File: src/rtl/q_flop_driver_if.sv
// Bundles the source-side valid/ready word bus and the Q-module data/ack handshake.
// The driver uses the master view; the source and Q-module environment use the slave view.
interface q_flop_driver_if #(
   parameter int WIDTH = 8
);
   logic             in_valid;
   logic             in_ready;
   logic [WIDTH-1:0] in_data;
   logic             q_data;
   logic             q_req;
   logic             q_ack;
   logic             q_out;

   modport master (
      input  in_valid, in_data, q_ack, q_out,
      output in_ready, q_data, q_req
   );

   modport slave (
      output in_valid, in_data, q_ack, q_out,
      input  in_ready, q_data, q_req
   );
endinterface

File: src/rtl/q_flop_driver.sv
// Clocked initiator for a Q-module data/ack stage: serialises WIDTH-bit words LSB first,
// one 4-phase handshake per bit, and checks the stage's returned out against each bit.
module q_flop_driver #(
   parameter int WIDTH       = 8,
   parameter int SYNC_STAGES = 2,
   parameter int TIMEOUT     = 255
) (
   input  logic                   clk,
   input  logic                   rst,
   q_flop_driver_if.master        bus,
   input  logic                   err_clr,
   output logic                   busy,
   output logic                   done,
   output logic                   err_mismatch,
   output logic                   err_timeout
);

   localparam int IDX_W = (WIDTH > 1) ? $clog2(WIDTH) : 1;
   localparam int CNT_W = $clog2(TIMEOUT + 1);

   typedef enum logic [2:0] {
      S_IDLE,
      S_SETUP,
      S_REQ,
      S_REL,
      S_ERR
   } state_e;

   state_e                 state_q, state_d;
   logic [WIDTH-1:0]       shift_q, shift_d;
   logic [IDX_W-1:0]       idx_q, idx_d;
   logic [CNT_W-1:0]       cnt_q, cnt_d;
   logic                   q_data_q, q_data_d;
   logic                   q_req_q, q_req_d;
   logic                   done_q, done_d;
   logic                   err_mismatch_q, err_mismatch_d;
   logic                   err_timeout_q, err_timeout_d;
   logic [SYNC_STAGES-1:0] ack_sync_q, ack_sync_d;
   logic [SYNC_STAGES-1:0] out_sync_q, out_sync_d;

   logic ack_s;
   logic out_s;
   logic in_ready;
   logic last_bit;
   logic timed_out;

   assign ack_s     = ack_sync_q[SYNC_STAGES-1];
   assign out_s     = out_sync_q[SYNC_STAGES-1];
   assign in_ready  = (state_q == S_IDLE) & ~err_timeout_q;
   assign last_bit  = (idx_q == IDX_W'(WIDTH - 1));
   assign timed_out = (cnt_q == CNT_W'(TIMEOUT - 1));

   always_comb begin
      // NOTE: every _d starts from its hold value so no path through the case leaves a
      // signal unassigned; that is what keeps this block free of inferred latches.
      state_d        = state_q;
      shift_d        = shift_q;
      idx_d          = idx_q;
      cnt_d          = cnt_q;
      q_data_d       = q_data_q;
      q_req_d        = q_req_q;
      done_d         = 1'b0;
      err_mismatch_d = err_mismatch_q;
      err_timeout_d  = err_timeout_q;
      ack_sync_d     = {ack_sync_q[SYNC_STAGES-2:0], bus.q_ack};
      out_sync_d     = {out_sync_q[SYNC_STAGES-2:0], bus.q_out};

      // Outside ERR the clear only affects the mismatch flag; a new mismatch below wins.
      if (err_clr && (state_q != S_ERR)) err_mismatch_d = 1'b0;

      unique case (state_q)
         S_IDLE: begin
            if (bus.in_valid && in_ready) begin
               shift_d  = bus.in_data;
               idx_d    = '0;
               q_data_d = bus.in_data[0];
               state_d  = S_SETUP;
            end
         end
         S_SETUP: begin
            q_req_d = 1'b1;
            cnt_d   = '0;
            state_d = S_REQ;
         end
         S_REQ: begin
            if (ack_s) begin
               if (out_s != q_data_q) err_mismatch_d = 1'b1;
               q_req_d = 1'b0;
               cnt_d   = '0;
               state_d = S_REL;
            end else if (timed_out) begin
               q_req_d       = 1'b0;
               err_timeout_d = 1'b1;
               state_d       = S_ERR;
            end else begin
               cnt_d = cnt_q + 1'b1;
            end
         end
         S_REL: begin
            if (!ack_s) begin
               if (last_bit) begin
                  done_d  = 1'b1;
                  state_d = S_IDLE;
               end else begin
                  shift_d  = shift_q >> 1;
                  idx_d    = idx_q + 1'b1;
                  q_data_d = shift_d[0];
                  state_d  = S_SETUP;
               end
            end else if (timed_out) begin
               err_timeout_d = 1'b1;
               state_d       = S_ERR;
            end else begin
               cnt_d = cnt_q + 1'b1;
            end
         end
         S_ERR: begin
            q_req_d = 1'b0;
            // Leave only once the stage has released ack, so the next word starts clean.
            if (err_clr && !ack_s) begin
               err_mismatch_d = 1'b0;
               err_timeout_d  = 1'b0;
               state_d        = S_IDLE;
            end
         end
         default: state_d = S_IDLE;
      endcase
   end

   // NOTE: the shift register is reset along with the control flops; it is a handful of
   // bits, and a known value keeps q_data defined the moment reset is released.
   always_ff @(posedge clk or negedge rst) begin
      if (!rst) begin
         state_q        <= S_IDLE;
         shift_q        <= '0;
         idx_q          <= '0;
         cnt_q          <= '0;
         q_data_q       <= 1'b0;
         q_req_q        <= 1'b0;
         done_q         <= 1'b0;
         err_mismatch_q <= 1'b0;
         err_timeout_q  <= 1'b0;
         ack_sync_q     <= '0;
         out_sync_q     <= '0;
      end else begin
         // NOTE: non-blocking updates so every flop samples the pre-edge values.
         state_q        <= state_d;
         shift_q        <= shift_d;
         idx_q          <= idx_d;
         cnt_q          <= cnt_d;
         q_data_q       <= q_data_d;
         q_req_q        <= q_req_d;
         done_q         <= done_d;
         err_mismatch_q <= err_mismatch_d;
         err_timeout_q  <= err_timeout_d;
         ack_sync_q     <= ack_sync_d;
         out_sync_q     <= out_sync_d;
      end
   end

   assign bus.in_ready = in_ready;
   assign bus.q_data   = q_data_q;
   assign bus.q_req    = q_req_q;
   assign busy         = (state_q != S_IDLE);
   assign done         = done_q;
   assign err_mismatch = err_mismatch_q;
   assign err_timeout  = err_timeout_q;

endmodule

File: src/flat_wrapper.sv
// flat-port wrapper written by rule: the top's interface ports become plain ports
module q_flop_driver_flat 
#(
   parameter int WIDTH       = 8,
   parameter int SYNC_STAGES = 2,
   parameter int TIMEOUT     = 255
)
  (clk, rst, err_clr, busy, done, err_mismatch, err_timeout, bus_in_valid, bus_in_data, bus_q_ack, bus_q_out, bus_in_ready, bus_q_data, bus_q_req);
  q_flop_driver_if #(.WIDTH(WIDTH)) bus_i ();
  input  logic clk;
  input  logic rst;
  input  logic err_clr;
  output logic busy;
  output logic done;
  output logic err_mismatch;
  output logic err_timeout;
  input wire logic [$bits(bus_i.in_valid)-1:0] bus_in_valid;
  input wire logic [$bits(bus_i.in_data)-1:0] bus_in_data;
  input wire logic [$bits(bus_i.q_ack)-1:0] bus_q_ack;
  input wire logic [$bits(bus_i.q_out)-1:0] bus_q_out;
  output wire logic [$bits(bus_i.in_ready)-1:0] bus_in_ready;
  output wire logic [$bits(bus_i.q_data)-1:0] bus_q_data;
  output wire logic [$bits(bus_i.q_req)-1:0] bus_q_req;
  assign bus_i.in_valid = bus_in_valid;
  assign bus_i.in_data = bus_in_data;
  assign bus_i.q_ack = bus_q_ack;
  assign bus_i.q_out = bus_q_out;
  assign bus_in_ready = bus_i.in_ready;
  assign bus_q_data = bus_i.q_data;
  assign bus_q_req = bus_i.q_req;
  q_flop_driver #(.WIDTH(WIDTH), .SYNC_STAGES(SYNC_STAGES), .TIMEOUT(TIMEOUT)) u_core (.clk(clk), .rst(rst), .bus(bus_i), .err_clr(err_clr), .busy(busy), .done(done), .err_mismatch(err_mismatch), .err_timeout(err_timeout));
endmodule
File: config.mk
export PLATFORM = sky130hd
export DESIGN_NAME = q_flop_driver_flat
export DESIGN_NICKNAME = d
export VERILOG_FILES = /design/src/rtl/q_flop_driver_if.sv /design/src/rtl/q_flop_driver.sv /design/src/flat_wrapper.sv
export SDC_FILE = /design/constraint.sdc
export NUM_CORES = 1
export LEC_CHECK = 0
export CAP_MARGIN = 25
export CORE_MARGIN = 3
export CORE_UTILIZATION = 30
export DETAILED_ROUTE_END_ITERATION = 8
export PLACE_DENSITY = 0.57
export SLEW_MARGIN = 25
export SYNTH_ARGS = -nofsm -noshare
export SYNTH_HDL_FRONTEND = slang
export SYNTH_SLANG_ARGS = --single-unit
export TNS_END_PERCENT = 50
File: constraint.sdc
create_clock -name clk -period 4.8 [get_ports clk]
set_input_delay 0.48 -clock clk [delete_from_list [all_inputs] [get_ports clk]]
set_output_delay 0.48 -clock clk [all_outputs]
set_load 0.01 [all_outputs]
Word level (Yosys, flattened, before mapping)
Cells that the tools add are included.

operators by class
  add/subtract/negate cells = 2
  multipliers = 0
  divide/modulo/power cells = 0
  order comparisons = 0
  equality and inequality tests = 15
  shift-type cells = 0
  multiplexer cells = 39
  bitwise logic cells = 2
  reductions and logical operators = 15

operators by type and width
  kind                   count
  $mux W8                6
  $mux W3                8
  $pmux W8 S3            1
  $mux W1                17
  $pmux W8 S2            1
  $pmux W3 S5            1
  $reduce_bool A3 Y1     4
  $add A8 B1 Y8 const B  1
  $eq A8 B8 Y1 const B   1
  $ne A2 B2 Y1 const B   4
  $reduce_and A4 Y1      2
  $eq A3 B2 Y1 const B   2
  $eq A3 B3 Y1 const B   2
  $pmux W1 S3            2
  $pmux W3 S2            1
  $reduce_and A2 Y1      3
  $ne A2 B1 Y1 const B   2
  $pmux W1 S2            2
  $add A3 B1 Y3 const B  1
  $eq A3 B1 Y1 const B   1
  $logic_and A1 B1 Y1    3
  $logic_not A3 Y1       1
  $ne A3 B1 Y1 const B   1
  $ne A3 B3 Y1 const B   1
  5 further kinds        5

word-level totals
  register bits = 31
  latch bits = 0
  RAM bits = 0
  ROM bits = 0
  input port bits = 14
  output and inout port bits = 7
  word-level logic and storage cells = 84
  memories kept = 0

Depth between registers and ports, before layout
Gate-level depths: netlist of the first run.

  word-level depth = 6
  mapped depth = 7
  depth with buffers taken out = 6

Worst setup path before layout of the first run
No wires, ideal clock.

  path type = reg-to-reg
  from = register u_core.idx_q[0]
  to = register u_core.idx_q[1]
  library setup time = 0.126 ns
  data arrival time = 1.478 ns
  data required time = 4.674 ns
  path slack = 3.196 ns
  cell stages (with the launch flop) = 6
  buffers on the path = 1
  clock period less this slack = 1.604 ns
  cells stage by stage = dfrtp_1 ha_1 ha_1 o32ai_4 buf_4 o21ai_0

on the way
  word-level cells in the longest chain between the ends = 4
  elaborated cells on any way between the ends = 7
  classes of those cells = 1 x add/sub; 2 x eq/ne; 3 x mux; 1 x reduce/logical

RTL lines
  what                    RTL line              RTL
  from (decl)             q_flop_driver.sv:31   logic [IDX_W-1:0] idx_q, idx_d;
  from (signal assigned)  q_flop_driver.sv:149  idx_q <= idx_d;
  $add A3 B1 Y3           q_flop_driver.sv:106  idx_d = idx_q + 1'b1;
  $mux W3                 q_flop_driver.sv:101  if (last_bit) begin
  $mux W3                 q_flop_driver.sv:100  if (!ack_s) begin
  $pmux W3 S2             q_flop_driver.sv:71   unique case (state_q)

Several ways; a longest one is shown, not always the timed one. The select of a mux whose other input is x is not followed.
A chain may end at the register's enable or synchronous reset.

Worst setup path in the final report of the first run
  from = register u_core.state_q[1]
  to = output port bus_in_ready

on the way
  word-level cells in the longest chain between the ends = 2

RTL lines
  what                    RTL line              RTL
  from (decl)             q_flop_driver.sv:29   state_e state_q, state_d;
  from (signal assigned)  q_flop_driver.sv:147  state_q <= state_d;
  $logic_not A3 Y1        q_flop_driver.sv:49   assign in_ready = (state_q == S_IDLE) & ~err_timeout_q;
  $and A1 B1 Y1           q_flop_driver.sv:49
  to (decl)               flat_wrapper.sv:21    output wire logic [$bits(bus_i.in_ready)-1:0] bus_in_ready;

Every way passes these cells.

==> results of run 1 <==
-- metal layers --
| layer | vias up | share of wire |
|---|---|---|
| met3 | 4 | 0.023 |
| li1 | 563 | - |
| met1 | 539 | 0.49 |
| met4 | 0 | 0.012 |
| met5 | - | 0 |
| met2 | 15 | 0.47 |
-- per-stage QoR --
step / hold slack [ps] / worst slack, ps
after global routing: 359 / 2360
after floorplan: 184 / 3200
after CTS: 347 / 2430
final: 346 / 2440
after detailed placement: 335 / 2740
after global placement: 333 / 2750
-- sequential cells by signal, summed over array words and instances (netlist names) --
signal,flops
u_core.ack_sync_q,2
u_core.out_sync_q,2
u_core.done,1
u_core.shift_q,8
u_core.err_mismatch,1
u_core.err_timeout,1
u_core.state_q,3
u_core.bus.q_req,1
u_core.idx_q,3
u_core.cnt_q,8
-- power groups by stage --
| stage | sequential, W | clock [W] | combinational (W) |
|---|---|---|---|
| global route | 0.000256 | 0.000208 | 0.0000230 |
| detailed placement | 0.000261 | 0 | 0.0000207 |
| floorplan | 0.000260 | 0 | 0.00000350 |
| global placement | 0.000260 | 0 | 0.0000205 |
| CTS | 0.000256 | 0.000193 | 0.0000208 |
| finish | 0.000256 | 0.000185 | 0.0000202 |
-- cells by family after synthesis --
logic type,Yosys count
AND/OR/NAND/NOR,45
AO/OA/AOI/OAI,43
flip-flops,30
buffers and inverters,15
multiplexers,8
adder cells (fa/ha/maj),4
XOR/XNOR,1
-- worst register-to-register path, cell delays in order, from the launching register on --
cell and delay, ps:
dfrtp_1 390, ha_1 200, ha_1 240, o32ai_4 660, nand3_1 150, o21ai_0 100
-- final cells by class --
cell class | instances | area share
timing repair buffer | 21 | 0.112
tap | 67 | 0.0451
multi-input combinational | 101 | 0.380
clock buffer | 7 | 0.0411
inverter | 9 | 0.0182
sequential | 30 | 0.404
-- cell usage after synthesis (all sizes together) (2+ instances only) --
master	n
dfrtp	30
o21ai	14
nor2	12
a21oi	11
inv	9
mux2i	8
nand2	8
nand3	7
buf	5
nand2b	5
a22o	4
ha	4
nor2b	3
nor3	3
a211oi	2
a21bo	2
nor3b	2
o31ai	2
or3	2
-- final timing paths --
check / startpoint / slack, ps / to / cells past startpoint
worst max-delay path: u_core.state_q[1]$_DFFE_PN0P_ / 2440 / bus_in_ready / 3
worst min-delay path: u_core.out_sync_q[0]$_DFF_PN0_ / 350 / u_core.out_sync_q[1]$_DFF_PN0_ / 0
worst max register to register: u_core.idx_q[0]$_DFFE_PN0P_ / 2970 / u_core.shift_q[7]$_DFFE_PN0P_ / 5
worst min register to register: u_core.out_sync_q[0]$_DFF_PN0_ / 350 / u_core.out_sync_q[1]$_DFF_PN0_ / 0
max in group asynchronous: rst / 3920 / u_core.out_sync_q[0]$_DFF_PN0_ / 2
min in group asynchronous: rst / 590 / u_core.cnt_q[6]$_DFFE_PN0P_ / 2
==> run metrics, run 1 <==
met2 usage=0.166; first-pass GRT wire length=5440 um; critical path cell sequence=or3_4 > nor2_1 > clkdlybuf4s50_1; total grt overflow=0; area occupied by multi-input gates=706 sq um; status=completed; Die ar.=6010 sq um; CTS Buf Count=5; peak supply drop=0.130 mV; PortBufs=20; RePlAce Congestion=0.810; Post-Synth Simple-Gate Area=0.163; Required @ worst endpoint=4320 ps; clock sink count=30; layout cells sized above 1=0.0774; Final setup viols=0; total negative slack=0 ps; clock latency on the worst-skew pair=280 ps; Slew Viols, Final=0; DP Area=1780 sq um; row count=25; synthesized flop and latch total=30; Flop pwr share=0.555; Net count, final=186; skew final=8.47 ps; RSZ-0062 raised after global routing=false; Max FO, Critical Path=9; Clock Pin Slew Worst Setup and Hold Paths=60 ps; Worst setup SP type=flop; Max clock buf depth=2; WL final=3040 um; Compound-Gate Fraction of Synth Area=0.206; Comb pwr share=0.044; post-CTS setup buffer count=0; synth top area cells=dfrtp_1 49%, mux2i_1 5.2%, a21oi_1 3.6%; Psw=0.0000954 W; main combinational cell family by area after synthesis=compound AO/OA/AOI/OAI gates; CTS H-tree lvls=2; M1 GR Usage=0.160; ys flop type=dfrtp_1; antenna viol nets, final=0; global routing's busiest layer=met2; die extent in y=77.5 um; leakage=0.806 nW; XOR/XNOR Fraction of Synth Area=0.00571; Final Hold Viols=0; CTS Root Buffer Type=clkbuf_8; total power=0.000461 W; leading area contributor after synthesis=dfrtp_1; Critical Path End Type=primary output; crit-path leading delay family=simple AND/OR/NAND/NOR gates; post-CTS sizing=0; fin util=0.386; core area=4820 sq um; Mapped Cells=146; CTS tree=done; synthesized cell area=1530 sq um; number of instances in the placed design=228; slowest library cell on the worst path=clkdlybuf4s50_1; Syn Area/Cell=10.5 sq um; ant diodes=0; fill cell count=503; Slew HR=0.543; worst slew pin tran=686 ps; crit-path max cell delay=550 ps; Yosys cell types=40; Post-synth EDFFs=0; die extent in x=77.5 um; Wirelength per Cell=12.9 um; Clk network pwr share=0.401; Peak Freq=0.423 GHz; most frequent cells in the layout=30 x dfrtp_1, 20 x clkdlybuf4s50_1, 12 x nor2_1; Synth Warn #=0; switching share of power=0.207; largest net degree at the start of global routing=31; Arr. time, crit path=1880 ps; Post-DP HPWL=2240 um; 1st-iter DRT viols=106; Synth-to-Final Area Change=21.1%; post-synthesis mux area share=0.0522; fin cells=235; DRT Pass-1 Iters=4; antenna violations before repair=0; Seq/Total Area, Yosys=0.489; Final Critical Period=2360 ps; P per Cell Area=248 nW/um^2; vias per cell=4.77; GR met3 Demand/Resource=0.0278; post-route cell area=1860 sq um; worst path bufs/invs=1; register area=751 sq um; vias in the first global route=1,123; syn nets=164; Final Cycle Share=0.492; Synth async-reset ratio=1.00; number of hold buffers added after cts=0; Internal=0.000366 W; Max-Cap Viols=0; I/O Pins=21; Total GRT Usage=0.113; Vias=1,121; initial core utilization=0.318; Setup CP Type=reg2out; Synth top area share=0.489; most common cell after layout, fill and taps aside=dfrtp_1; Synth Area in Adders=0.0326; HP Class=reg2reg; drc violations=0
Note: power is estimated with default switching activity, not from simulation.
==> run 2: changes to the inputs <==
--- a/config.mk
+++ b/config.mk
@@ -9,7 +9,7 @@
 export CORE_MARGIN = 3
 export CORE_UTILIZATION = 30
 export DETAILED_ROUTE_END_ITERATION = 8
-export PLACE_DENSITY = 0.57
+export PLACE_DENSITY = 0.59
 export SLEW_MARGIN = 25
 export SYNTH_ARGS = -nofsm -noshare
 export SYNTH_HDL_FRONTEND = slang
==> constraint.sdc (replaced) <==
create_clock -name clk -period 1.94 [get_ports clk]
set_input_delay 0.194 -clock clk [delete_from_list [all_inputs] [get_ports clk]]
set_output_delay 0.194 -clock clk [all_outputs]
set_load 0.01 [all_outputs]
==> run 2 against run 1 <==
Core utilization is 1.7 points higher. Sequential cell count stayed put. Via count is 5.5% higher. Highest routed layer unchanged. Sequential power is 150% higher. Critical path type unchanged. Die area stayed put. Global-route usage is 0.26 points higher. Largest cell class unchanged. Register-to-register slack worse by 2700 ps.
==> run metrics, run 2 (synthesis results as in run 1) <==
Final Cycle Share=0.916; first-pass GRT wire length=5690 um (was 5440 um); Wirelength per Cell=12.7 um (was 12.9 um); I/O Pins=21 (unchanged); Max-Cap Viols=0 (unchanged); die extent in y=77.5 um (unchanged); area occupied by multi-input gates=706 sq um (unchanged); initial core utilization=0.318 (unchanged); 1st-iter DRT viols=46 (was 106); Setup CP Type=reg2out (unchanged); largest net degree at the start of global routing=31 (unchanged); layout cells sized above 1=0.126 (was 0.0774); antenna viol nets, final=0 (unchanged); Required @ worst endpoint=1750 ps (was 4320 ps); WL final=3080 um (was 3040 um); Die ar.=6010 sq um (unchanged); DRT Pass-1 Iters=4 (unchanged); skew final=9.01 ps (was 8.47 ps); Slew HR=0.681 (was 0.543); switching share of power=0.202 (was 0.207); leakage=0.877 nW (was 0.806 nW); peak supply drop=0.706 mV (was 0.130 mV); Max clock buf depth=2 (unchanged); M1 GR Usage=0.162 (was 0.160); Synth-to-Final Area Change=26.3% (was 21.1%); row count=25 (unchanged); Arr. time, crit path=1580 ps (was 1880 ps); worst slew pin tran=477 ps (was 686 ps); R2R Path End=u_core.cnt_q[3]$_DFFE_PN0P_ (was u_core.shift_q[7]$_DFFE_PN0P_); Critical R2R Launch=u_core.state_q[0]$_DFFE_PN0P_ (was u_core.idx_q[0]$_DFFE_PN0P_); most common cell after layout, fill and taps aside=dfrtp_1 (unchanged); top flop regs=u_core.cnt_q x8, u_core.shift_q x8 (unchanged); P per Cell Area=670 nW/um^2 (was 248 nW/um^2); most frequent cells in the layout=30 x dfrtp_1, 19 x clkdlybuf4s50_1, 12 x nor2_1 (was 30 x dfrtp_1, 20 x clkdlybuf4s50_1, 12 x nor2_1); CTS Buf Count=5 (unchanged); Slew Viols, Final=0 (unchanged); Post-DP HPWL=2290 um (was 2240 um); R2R depth=5 (unchanged); Peak Freq=0.563 GHz; CTS H-tree lvls=2 (unchanged); Comb pwr share=0.039 (was 0.044); total grt overflow=0 (unchanged); CTS tree=done (unchanged); HP Class=in2async (was reg2reg); PortBufs=20 (unchanged); RSZ-0062 raised after global routing=false (unchanged); Internal=0.00104 W (was 0.000366 W); core area=4820 sq um (unchanged); total negative slack=0 ps (unchanged); Final Hold Viols=0 (unchanged); ant diodes=0 (unchanged); Psw=0.000262 W (was 0.0000954 W); Final Critical Period=1780 ps; Net count, final=192 (was 186); Max FO, Critical Path=3 (was 9); Vias=1,183 (was 1,121); Worst setup SP type=flop (unchanged); clock latency on the worst-skew pair=280 ps (about the same); die extent in x=77.5 um (unchanged); fill cell count=463 (was 503); antenna violations before repair=0 (unchanged); GR met3 Demand/Resource=0.0278 (unchanged); Clk network pwr share=0.474 (was 0.401); vias per cell=4.89 (was 4.77); Clock Pin Slew Worst Setup and Hold Paths=70 ps (was 60 ps); met2 usage=0.178 (was 0.166); drc violations=0 (unchanged); CTS Root Buffer Type=clkbuf_8 (unchanged); Final setup viols=0 (unchanged); Critical Path End Type=primary output (unchanged); global routing's busiest layer=met2 (unchanged); Total GRT Usage=0.116 (was 0.113); RePlAce Congestion=0.818 (was 0.810); vias in the first global route=1,193 (was 1,123); Flop pwr share=0.488 (was 0.555); R2R setup slack=250 ps (was 2970 ps); clock sink count=30 (unchanged); CP endpoint=busy (was bus_in_ready); register area=751 sq um (unchanged); total power=0.00130 W (was 0.000461 W); status=completed (unchanged); crit path launch=u_core.state_q[0]$_DFFE_PN0P_ (was u_core.state_q[1]$_DFFE_PN0P_)
-- run 2: cell types whose count changed in the layout (fill, tap and decap cells not counted), sizes merged --
cell,previous run,this run
clkdlybuf4s50,20,19
clkbuf,7,5
bufinv,0,1
dlymetal6s2s,0,1
clkinv,0,2
buf,1,7
-- run 2: worst max-delay path, cell delays in order (launching register included) --
cell	delay [ps]
dfrtp_1	390
or3_4	420
clkdlybuf4s50_1	500
-- run 2: layout make-up --
class | count | share of cell area
flip-flops and latches | 30 | 0.387
multi-input cells | 101 | 0.364
repair buffers | 27 | 0.132
well taps | 67 | 0.0433
clock buffers | 5 | 0.0355
clock inverters | 3 | 0.0207
inverters | 9 | 0.0174
-- run 2: how the worst min path moves through the flow --
stage | cells after the start | to | slack, ps | startpoint
final | 2 | u_core.idx_q[1]$_DFFE_PN0P_ | 300 | rst
after global routing | 2 | u_core.state_q[2]$_DFFE_PN0P_ | 350 | rst
after CTS | 2 | u_core.state_q[2]$_DFFE_PN0P_ | 310 | rst
after detailed placement | 0 | u_core.ack_sync_q[1]$_DFF_PN0_ | 340 | u_core.ack_sync_q[0]$_DFF_PN0_
after global placement | 0 | u_core.ack_sync_q[1]$_DFF_PN0_ | 330 | u_core.ack_sync_q[0]$_DFF_PN0_
after floorplan | 0 | u_core.ack_sync_q[0]$_DFF_PN0_ | -100 | rst
-- run 2: repair_timing --
| action | CTS | global route |
|---|---|---|
| setup buffers | 0 | 1 |
| resized for setup | 0 | 1 |
| hold buffers | 0 | 0 |
| setup endpoints to repair | 0 | 1 |
-- run 2: layer usage --
layer,vias up,part of all wire
met5,-,0
met4,0,0.0055
met3,2,0.026
met2,20,0.47
met1,587,0.50
li1,574,-
-- run 2: through the flow --
step	cell area [sq um]	std cells	hold slack (ps)	worst slack [ps]	util
2_1_floorplan	1530	146	-102	336	-
3_3_place_gp	1820	233	333	286	0.378
3_5_place_dp	1820	233	336	267	0.378
4_1_cts	1930	241	311	15.2	0.400
5_1_grt	1940	242	348	122	0.402
6_report	1940	242	296	164	0.402
-- run 2: power groups by stage --
stage	Clock [W]	Sequential, W	Combinational (W)
after global routing	0.000659	0.000633	0.0000559
final	0.000615	0.000633	0.0000500
after detailed placement	0	0.000645	0.0000509
after floorplan	0	0.000644	0.00000867
after global placement	0	0.000644	0.0000499
after CTS	0.000629	0.000633	0.0000511
==> run 3: changes to the inputs <==
--- a/config.mk
+++ b/config.mk
@@ -8,6 +8,7 @@
 export CAP_MARGIN = 25
 export CORE_MARGIN = 3
 export CORE_UTILIZATION = 30
+export CTS_CLUSTER_DIAMETER = 40
 export DETAILED_ROUTE_END_ITERATION = 8
 export PLACE_DENSITY = 0.59
 export SLEW_MARGIN = 25
==> results of run 3 <==
No change in the layout: final DEF, timing and power equal those of run 2.
